$ cat config.mk
export PLATFORM = sky130hd
export DESIGN_NAME = sbox_serial_unit
export DESIGN_NICKNAME = d
export VERILOG_FILES = /design/src/rtl/sbox_pkg.sv /design/src/rtl/sbox_lut.sv /design/src/rtl/sbox_serial_unit.sv
export SDC_FILE = /design/constraint.sdc
export NUM_CORES = 1
export LEC_CHECK = 0
export CAP_MARGIN = 20
export CORE_ASPECT_RATIO = 1.25
export CORE_UTILIZATION = 30
export DETAILED_ROUTE_END_ITERATION = 16
export GPL_TIMING_DRIVEN = 0
export PLACE_DENSITY = 0.53
export SYNTH_ARGS = -nofsm -noshare
export SYNTH_HDL_FRONTEND = slang
export SYNTH_SLANG_ARGS = --single-unit
$ cat constraint.sdc
create_clock -name clk -period 10.38 [get_ports clk]
set_input_delay 2.595 -clock clk [delete_from_list [all_inputs] [get_ports clk]]
set_output_delay 2.595 -clock clk [all_outputs]
set_load 0.03 [all_outputs]
$ cat src/rtl/sbox_pkg.sv
// ---------------------------------------------------------------------------
// sbox_pkg
// Shared definitions for the serial DES substitution unit.
//   state_t    : control states of sbox_serial_unit (IDLE, SUB, DONE)
//   SBOX_TABLE : the eight DES S-boxes S1..S8, each flattened to 64 entries.
//                Entry index is row*16 + column, where row = {b5,b0} and
//                column = b4..b1 of the 6-bit group.
// ---------------------------------------------------------------------------
package sbox_pkg;

  typedef enum logic [1:0] {
    ST_IDLE = 2'd0,
    ST_SUB  = 2'd1,
    ST_DONE = 2'd2
  } state_t;

  localparam logic [3:0] SBOX_TABLE [8][64] = '{
    // S1
    '{4'hE,4'h4,4'hD,4'h1,4'h2,4'hF,4'hB,4'h8,4'h3,4'hA,4'h6,4'hC,4'h5,4'h9,4'h0,4'h7,
      4'h0,4'hF,4'h7,4'h4,4'hE,4'h2,4'hD,4'h1,4'hA,4'h6,4'hC,4'hB,4'h9,4'h5,4'h3,4'h8,
      4'h4,4'h1,4'hE,4'h8,4'hD,4'h6,4'h2,4'hB,4'hF,4'hC,4'h9,4'h7,4'h3,4'hA,4'h5,4'h0,
      4'hF,4'hC,4'h8,4'h2,4'h4,4'h9,4'h1,4'h7,4'h5,4'hB,4'h3,4'hE,4'hA,4'h0,4'h6,4'hD},
    // S2
    '{4'hF,4'h1,4'h8,4'hE,4'h6,4'hB,4'h3,4'h4,4'h9,4'h7,4'h2,4'hD,4'hC,4'h0,4'h5,4'hA,
      4'h3,4'hD,4'h4,4'h7,4'hF,4'h2,4'h8,4'hE,4'hC,4'h0,4'h1,4'hA,4'h6,4'h9,4'hB,4'h5,
      4'h0,4'hE,4'h7,4'hB,4'hA,4'h4,4'hD,4'h1,4'h5,4'h8,4'hC,4'h6,4'h9,4'h3,4'h2,4'hF,
      4'hD,4'h8,4'hA,4'h1,4'h3,4'hF,4'h4,4'h2,4'hB,4'h6,4'h7,4'hC,4'h0,4'h5,4'hE,4'h9},
    // S3
    '{4'hA,4'h0,4'h9,4'hE,4'h6,4'h3,4'hF,4'h5,4'h1,4'hD,4'hC,4'h7,4'hB,4'h4,4'h2,4'h8,
      4'hD,4'h7,4'h0,4'h9,4'h3,4'h4,4'h6,4'hA,4'h2,4'h8,4'h5,4'hE,4'hC,4'hB,4'hF,4'h1,
      4'hD,4'h6,4'h4,4'h9,4'h8,4'hF,4'h3,4'h0,4'hB,4'h1,4'h2,4'hC,4'h5,4'hA,4'hE,4'h7,
      4'h1,4'hA,4'hD,4'h0,4'h6,4'h9,4'h8,4'h7,4'h4,4'hF,4'hE,4'h3,4'hB,4'h5,4'h2,4'hC},
    // S4
    '{4'h7,4'hD,4'hE,4'h3,4'h0,4'h6,4'h9,4'hA,4'h1,4'h2,4'h8,4'h5,4'hB,4'hC,4'h4,4'hF,
      4'hD,4'h8,4'hB,4'h5,4'h6,4'hF,4'h0,4'h3,4'h4,4'h7,4'h2,4'hC,4'h1,4'hA,4'hE,4'h9,
      4'hA,4'h6,4'h9,4'h0,4'hC,4'hB,4'h7,4'hD,4'hF,4'h1,4'h3,4'hE,4'h5,4'h2,4'h8,4'h4,
      4'h3,4'hF,4'h0,4'h6,4'hA,4'h1,4'hD,4'h8,4'h9,4'h4,4'h5,4'hB,4'hC,4'h7,4'h2,4'hE},
    // S5
    '{4'h2,4'hC,4'h4,4'h1,4'h7,4'hA,4'hB,4'h6,4'h8,4'h5,4'h3,4'hF,4'hD,4'h0,4'hE,4'h9,
      4'hE,4'hB,4'h2,4'hC,4'h4,4'h7,4'hD,4'h1,4'h5,4'h0,4'hF,4'hA,4'h3,4'h9,4'h8,4'h6,
      4'h4,4'h2,4'h1,4'hB,4'hA,4'hD,4'h7,4'h8,4'hF,4'h9,4'hC,4'h5,4'h6,4'h3,4'h0,4'hE,
      4'hB,4'h8,4'hC,4'h7,4'h1,4'hE,4'h2,4'hD,4'h6,4'hF,4'h0,4'h9,4'hA,4'h4,4'h5,4'h3},
    // S6
    '{4'hC,4'h1,4'hA,4'hF,4'h9,4'h2,4'h6,4'h8,4'h0,4'hD,4'h3,4'h4,4'hE,4'h7,4'h5,4'hB,
      4'hA,4'hF,4'h4,4'h2,4'h7,4'hC,4'h9,4'h5,4'h6,4'h1,4'hD,4'hE,4'h0,4'hB,4'h3,4'h8,
      4'h9,4'hE,4'hF,4'h5,4'h2,4'h8,4'hC,4'h3,4'h7,4'h0,4'h4,4'hA,4'h1,4'hD,4'hB,4'h6,
      4'h4,4'h3,4'h2,4'hC,4'h9,4'h5,4'hF,4'hA,4'hB,4'hE,4'h1,4'h7,4'h6,4'h0,4'h8,4'hD},
    // S7
    '{4'h4,4'hB,4'h2,4'hE,4'hF,4'h0,4'h8,4'hD,4'h3,4'hC,4'h9,4'h7,4'h5,4'hA,4'h6,4'h1,
      4'hD,4'h0,4'hB,4'h7,4'h4,4'h9,4'h1,4'hA,4'hE,4'h3,4'h5,4'hC,4'h2,4'hF,4'h8,4'h6,
      4'h1,4'h4,4'hB,4'hD,4'hC,4'h3,4'h7,4'hE,4'hA,4'hF,4'h6,4'h8,4'h0,4'h5,4'h9,4'h2,
      4'h6,4'hB,4'hD,4'h8,4'h1,4'h4,4'hA,4'h7,4'h9,4'h5,4'h0,4'hF,4'hE,4'h2,4'h3,4'hC},
    // S8
    '{4'hD,4'h2,4'h8,4'h4,4'h6,4'hF,4'hB,4'h1,4'hA,4'h9,4'h3,4'hE,4'h5,4'h0,4'hC,4'h7,
      4'h1,4'hF,4'hD,4'h8,4'hA,4'h3,4'h7,4'h4,4'hC,4'h5,4'h6,4'hB,4'h0,4'hE,4'h9,4'h2,
      4'h7,4'hB,4'h4,4'h1,4'h9,4'hC,4'hE,4'h2,4'h0,4'h6,4'hA,4'hD,4'hF,4'h3,4'h5,4'h8,
      4'h2,4'h1,4'hE,4'h7,4'h4,4'hA,4'h8,4'hD,4'hF,4'hC,4'h9,4'h0,4'h3,4'h5,4'h6,4'hB}
  };

endpackage

$ cat src/rtl/sbox_lut.sv
// ---------------------------------------------------------------------------
// sbox_lut
// Purely combinational lookup of one DES S-box.
//   i_box    : which S-box (0 = S1 ... 7 = S8)
//   i_group  : 6-bit input group b5..b0
//   o_nibble : 4-bit substitution result
// ---------------------------------------------------------------------------
module sbox_lut
  import sbox_pkg::*;
(
  input  logic [2:0] i_box,
  input  logic [5:0] i_group,
  output logic [3:0] o_nibble
);

  // Outer bits select the row, inner four bits the column.
  assign o_nibble = SBOX_TABLE[i_box][{i_group[5], i_group[0], i_group[4:1]}];

endmodule

$ cat src/rtl/sbox_serial_unit.sv
// ---------------------------------------------------------------------------
// sbox_serial_unit
// Applies the eight DES S-boxes to a 48-bit block, LANES boxes per cycle,
// so one block takes STEPS = 8/LANES substitution cycles.
//   clk, n_rst           : clock, asynchronous active-low reset
//   clear                : synchronous abort back to IDLE
//   in_valid/in_ready    : input handshake, in_48bit = eight 6-bit groups
//                          ([47:42] -> S1 ... [5:0] -> S8)
//   out_valid/out_ready  : output handshake, out_32bit = S1 nibble in
//                          [31:28] ... S8 nibble in [3:0]
//   busy                 : high while a block is in SUB or DONE
// ---------------------------------------------------------------------------
module sbox_serial_unit
  import sbox_pkg::*;
#(
  parameter int LANES = 2
) (
  input  logic        clk,
  input  logic        n_rst,
  input  logic        clear,
  input  logic        in_valid,
  output logic        in_ready,
  input  logic [47:0] in_48bit,
  output logic        out_valid,
  input  logic        out_ready,
  output logic [31:0] out_32bit,
  output logic        busy
);

  localparam int STEPS = 8 / LANES;
  localparam int CW    = (STEPS > 1) ? $clog2(STEPS) : 1;

  state_t        r_state;
  state_t        w_stateNext;
  logic [CW-1:0] r_count;
  logic [47:0]   r_block;
  logic [31:0]   r_work;
  logic [31:0]   r_out;
  logic [31:0]   w_workNext;
  logic          w_lastStep;
  logic [2:0]    w_boxes  [LANES];
  logic [5:0]    w_groups [LANES];
  logic [3:0]    w_nibs   [LANES];

  assign w_lastStep = (r_count == CW'(STEPS - 1));

  // Lane g handles box r_count*LANES + g in the current step.
  for (genvar g = 0; g < LANES; g++) begin : gLane
    assign w_boxes[g]  = 3'(int'(r_count) * LANES + g);
    assign w_groups[g] = r_block[42 - 6 * int'(w_boxes[g]) +: 6];

    sbox_lut u_lut (
      .i_box    (w_boxes[g]),
      .i_group  (w_groups[g]),
      .o_nibble (w_nibs[g])
    );
  end

  // Merge this step's nibbles into the working result.
  always_comb begin
    w_workNext = r_work;
    for (int g = 0; g < LANES; g++) begin
      w_workNext[28 - 4 * int'(w_boxes[g]) +: 4] = w_nibs[g];
    end
  end

  // Next state and handshake outputs; clear overrides every transition.
  always_comb begin
    w_stateNext = r_state;
    in_ready    = 1'b0;
    out_valid   = 1'b0;
    busy        = 1'b0;
    case (r_state)
      ST_IDLE: begin
        in_ready = 1'b1;
        if (in_valid) w_stateNext = ST_SUB;
      end
      ST_SUB: begin
        busy = 1'b1;
        if (w_lastStep) w_stateNext = ST_DONE;
      end
      ST_DONE: begin
        busy      = 1'b1;
        out_valid = 1'b1;
        if (out_ready) w_stateNext = ST_IDLE;
      end
      default: w_stateNext = ST_IDLE;
    endcase
    if (clear) w_stateNext = ST_IDLE;
  end

  always_ff @(posedge clk or negedge n_rst) begin
    if (!n_rst) r_state <= ST_IDLE;
    else        r_state <= w_stateNext;
  end

  // The published result lives in r_out and only changes when a block
  // completes, so an aborted block never disturbs out_32bit.
  always_ff @(posedge clk or negedge n_rst) begin
    if (!n_rst) begin
      r_count <= '0;
      r_block <= '0;
      r_work  <= '0;
      r_out   <= '0;
    end else if (clear) begin
      r_count <= '0;
    end else begin
      case (r_state)
        ST_IDLE: begin
          if (in_valid) begin
            r_block <= in_48bit;
            r_count <= '0;
          end
        end
        ST_SUB: begin
          r_work <= w_workNext;
          if (w_lastStep) begin
            r_out   <= w_workNext;
            r_count <= '0;
          end else begin
            r_count <= r_count + CW'(1);
          end
        end
        default: ;
      endcase
    end
  end

  assign out_32bit = r_out;

endmodule

==> summary.md <==
| Metric | Value |
|---|---|
| Outcome | `finished, final reports clean` |
| Clock skew | `22.4 ps` |
| # setup viols final | `0` |
| Worst Path Required | `10,620 ps` |
| Ports | `88` |
| RSZ-0062 raised after global routing | `false` |
| EDFF count, synth | `0` |
| Cts bufs inserted | `9` |
| Area Overhead vs Synth | `17.9%` |
| Rel. slew slack | `0.226` |
| Via count | `10,606` |
| Synth Area per Inst | `8.55 sq um` |
| Vias per cell | `6.39` |
| Hold crit path type | `flip-flop to flip-flop` |
| Die Y-Extent | `204 um` |
| Post-synthesis cell area | `0.00976 sq mm` |
| Initial Utilization | `0.306` |
| Inst Count DP | `1,644` |
| PostCTS Resize Cnt | `0` |
| Hold_sp | `r_work[20]` |
| Register area share after synthesis | `0.287` |
| Max-Cap Viols | `0` |
| CP arrival | `7340 ps` |
| Fill cells | `approximately 3,400` |
| Reg-to-reg slack, setup | `about 3300 ps` |
| Share of layout cells above drive strength 1 | `0.151` |
| Post-route cell area | `between 0.01 and 0.015 sq mm` |
| Clock-pin slew on the worst setup and hold paths | `about 100 ps` |
| Worst Reg-to-Reg Cells | `21` |
| Critical path fanouts, max | `11` |
| Die area | `0.0333 sq mm` |
| Row count | `73` |
| Final Hold Viols | `0` |
| Diode count | `0` |
| Root Buffer | `clkbuf_16` |
| H-tree levels | `3` |
| Setup Buffers After CTS | `0` |
| Core Footprint | `0.0319 sq mm` |
| Setup TNS | `0 ps` |
| R2R Path Start | `r_count[0]` |
| First-pass GRT wire length | `70.7 mm` |
| Crit share post-route | `0.685` |
| Post-detailed-route DRC marker count | `0` |
| Static leakage | `roughly 4.4 nW` |
| Tightest Pin Transition | `1150 ps` |
| Vias in the first global route | `~11,000` |
| Antenna violations before repair | `0` |
| Crit Reg-Reg Endpoint | `out_32bit[12]` |
| Yosys Warn Count | `0` |
| Die X | `approximately 160 um` |
| Worst Setup End Kind | `flip-flop` |
| PwrDens | `265 mW/mm^2` |
| Detail Placement HPWL | `36.2 mm` |
| Grt total ovfl | `0` |
| Max-slew violation count | `0` |
| Placed Instance Area | `0.0112 sq mm` |
| Largest net degree at the start of global routing | `59` |
| Syn Inst Count | `1,142` |
| ANT nets after route | `0` |
| Worst setup path start | `r_count[0]` |
| Wire per inst | `~29 um` |
| Primary FF master, synth | `dfrtp_1` |
| WHS Path Cells | `2` |
| CTS Hold Buffers Added | `0` |
| Post-Syn Nets | `1,213` |
| CTS tree | `yes` |
| Peak VDD IR | `0.000100 V` |
| Yosys reg bits | `112` |
| Clk sinks | `roughly 110` |
| Min cycle time layout | `a little over 7000 ps` |
| FFs w/ async S/R, synth | `1.00` |
| Setup crit start kind | `flip-flop` |
| Crit path kind | `flip-flop to flip-flop` |
| WHS Endpoint | `r_work[20]` |
| NumNets Final | `1,314` |
| Max Clk Rate | `141 MHz` |
| Synth cell types | `98` |
| GP Congestion | `about 0.99` |
| Final Util | `0.361` |
| Tot Pwr | `3.05 mW` |
| IO buf count | `87` |
| Clock latency on the worst-skew pair | `390 ps` |
| First-pass detailed-route iteration total | `5` |
| DR iter-0 viols | `about 1,100` |
| Max Root-Sink Buffers | `2` |
| Final non-filler cell total | `1,660` |
| Overall routing resource usage | `0.290` |
| Post-Route WL | `47.6 mm` |
[Yosys cell counts, types with 6 or more instances]
cell | instances | area share
nor4_1 | 8 | 0.0051
o22ai_1 | 8 | 0.0051
nor2_1 | 68 | 0.026
o311a_1 | 7 | 0.0072
a211oi_1 | 31 | 0.024
nand2b_1 | 7 | 0.0045
a21oi_1 | 79 | 0.041
mux2_2 | 59 | 0.068
buf_1 | 10 | 0.0038
a31oi_1 | 11 | 0.0071
ha_1 | 18 | 0.023
nand4_1 | 10 | 0.0064
mux4_2 | 9 | 0.021
a2111oi_0 | 13 | 0.012
a32o_1 | 11 | 0.011
nor3_1 | 34 | 0.017
nor3b_1 | 6 | 0.0046
dfrtp_1 | 112 | 0.29
a211o_1 | 13 | 0.012
o21ai_0 | 76 | 0.039
nand2_1 | 123 | 0.047
o211ai_1 | 22 | 0.017
a221oi_1 | 10 | 0.0090
inv_1 | 12 | 0.0046
buf_2 | 40 | 0.021
a22o_1 | 10 | 0.0090
o311ai_0 | 10 | 0.0090
nor2b_1 | 7 | 0.0045
buf_4 | 11 | 0.0085
a311oi_1 | 8 | 0.0072
and3_1 | 16 | 0.010
o21ai_1 | 15 | 0.0077
or3_1 | 8 | 0.0051
o31ai_1 | 16 | 0.012
a32oi_1 | 7 | 0.0063
o32ai_1 | 6 | 0.0054
mux2i_1 | 32 | 0.033
clkbuf_1 | 47 | 0.018
o21a_1 | 7 | 0.0054
nand3_1 | 24 | 0.012
a22oi_1 | 13 | 0.010
[layout make-up]
type	instances	area, sq um	area share
inverter	16	60.1	0.00522
clock inverter	7	77.6	0.00674
multi-input combinational	900	6330	0.550
tap	412	515	0.0448
sequential	112	2800	0.244
clock buffer	9	225	0.0196
timing repair buffer	90	930	0.0808
buffer	114	568	0.0494
[sequential cells by signal, indices dropped and copies added (netlist names)]
| register | flops |
|---|---|
| r_state | 2 |
| out_32bit | 32 |
| r_count | 2 |
| r_work | 28 |
| r_block | 48 |
[how the worst max path moves through the flow]
| stage | end | slack (ps) | cells past startpoint |
|---|---|---|---|
| after floorplan | out_32bit[15] | 5570 | 21 |
| after global placement | r_state[0] | 2140 | 1 |
| after detailed placement | out_32bit[4] | 3520 | 21 |
| after CTS | out_32bit[12] | 3470 | 21 |
| after global routing | out_32bit[12] | 3160 | 21 |
| final | out_32bit[12] | 3270 | 21 |
[kinds of logic (layout without fill, tap and decap cells)]
family / count (synthesis) / count (layout) / share of synthesized area
xor+xnor: 4 / 4 / 0.00359
flops: 112 / 112 / 0.287
buf+inv: 130 / 236 / 0.0644
compound gates: 438 / 438 / 0.330
fa+ha+maj: 18 / 18 / 0.0231
simple gates: 337 / 337 / 0.166
mux: 103 / 103 / 0.126
[power breakdown]
group | internal (mW) | switching (mW)
Combinational | 0.690 | 1.42
Clock | 0.171 | 0.203
Sequential | 0.509 | 0.0650
[per-layer routing]
layer  routed length [um]  global-route usage  vias to the layer above
li1                     -                   -                     4630
met1                18900               0.352                     5211
met2                22900               0.486                      623
met3                 3350              0.0480                      142
met4                 2530               0.153                        0
met5                    0                   0                        -
[stage by stage]
| stage | setup WS [ps] | hold slack (ps) |
|---|---|---|
| 2_1_floorplan | 5570 | 440 |
| 3_3_place_gp | 2140 | 454 |
| 3_5_place_dp | 3520 | 459 |
| 4_1_cts | 3470 | 478 |
| 5_1_grt | 3160 | 500 |
| 6_report | 3270 | 476 |
[worst max-delay path, stage by stage, from the launching register on]
cell and delay, ps:
dfrtp_1 760, buf_6 270, buf_4 230, buf_2 320
inv_1 260, clkbuf_1 340, ha_1 390, buf_6 130
mux2_4 340, a22oi_4 360, o21ai_2 140, inv_2 190
buf_2 300, buf_2 280, ha_1 320, o311ai_0 1000
a211o_1 180, o311ai_0 160, o311ai_1 130, o22a_1 240
o41a_1 440, o21ai_0 160
[cell usage in the layout (no fill, tap or decap), types with 12 or more instances in the layout]
cell             count
a211o_1             13
nand2_1            123
clkbuf_1            47
o31ai_1             16
a211oi_1            31
ha_1                18
o211ai_1            22
dfrtp_1            112
a22oi_1             13
clkdlybuf4s50_1     86
a21oi_1             79
buf_2               40
inv_1               12
nor3_1              34
mux2_2              59
and3_1              16
o21ai_0             76
nor2_1              68
mux2i_1             32
nand3_1             24
o21ai_1             15
a2111oi_0           13
No activity file was read; power rests on OpenSTA's default activity.
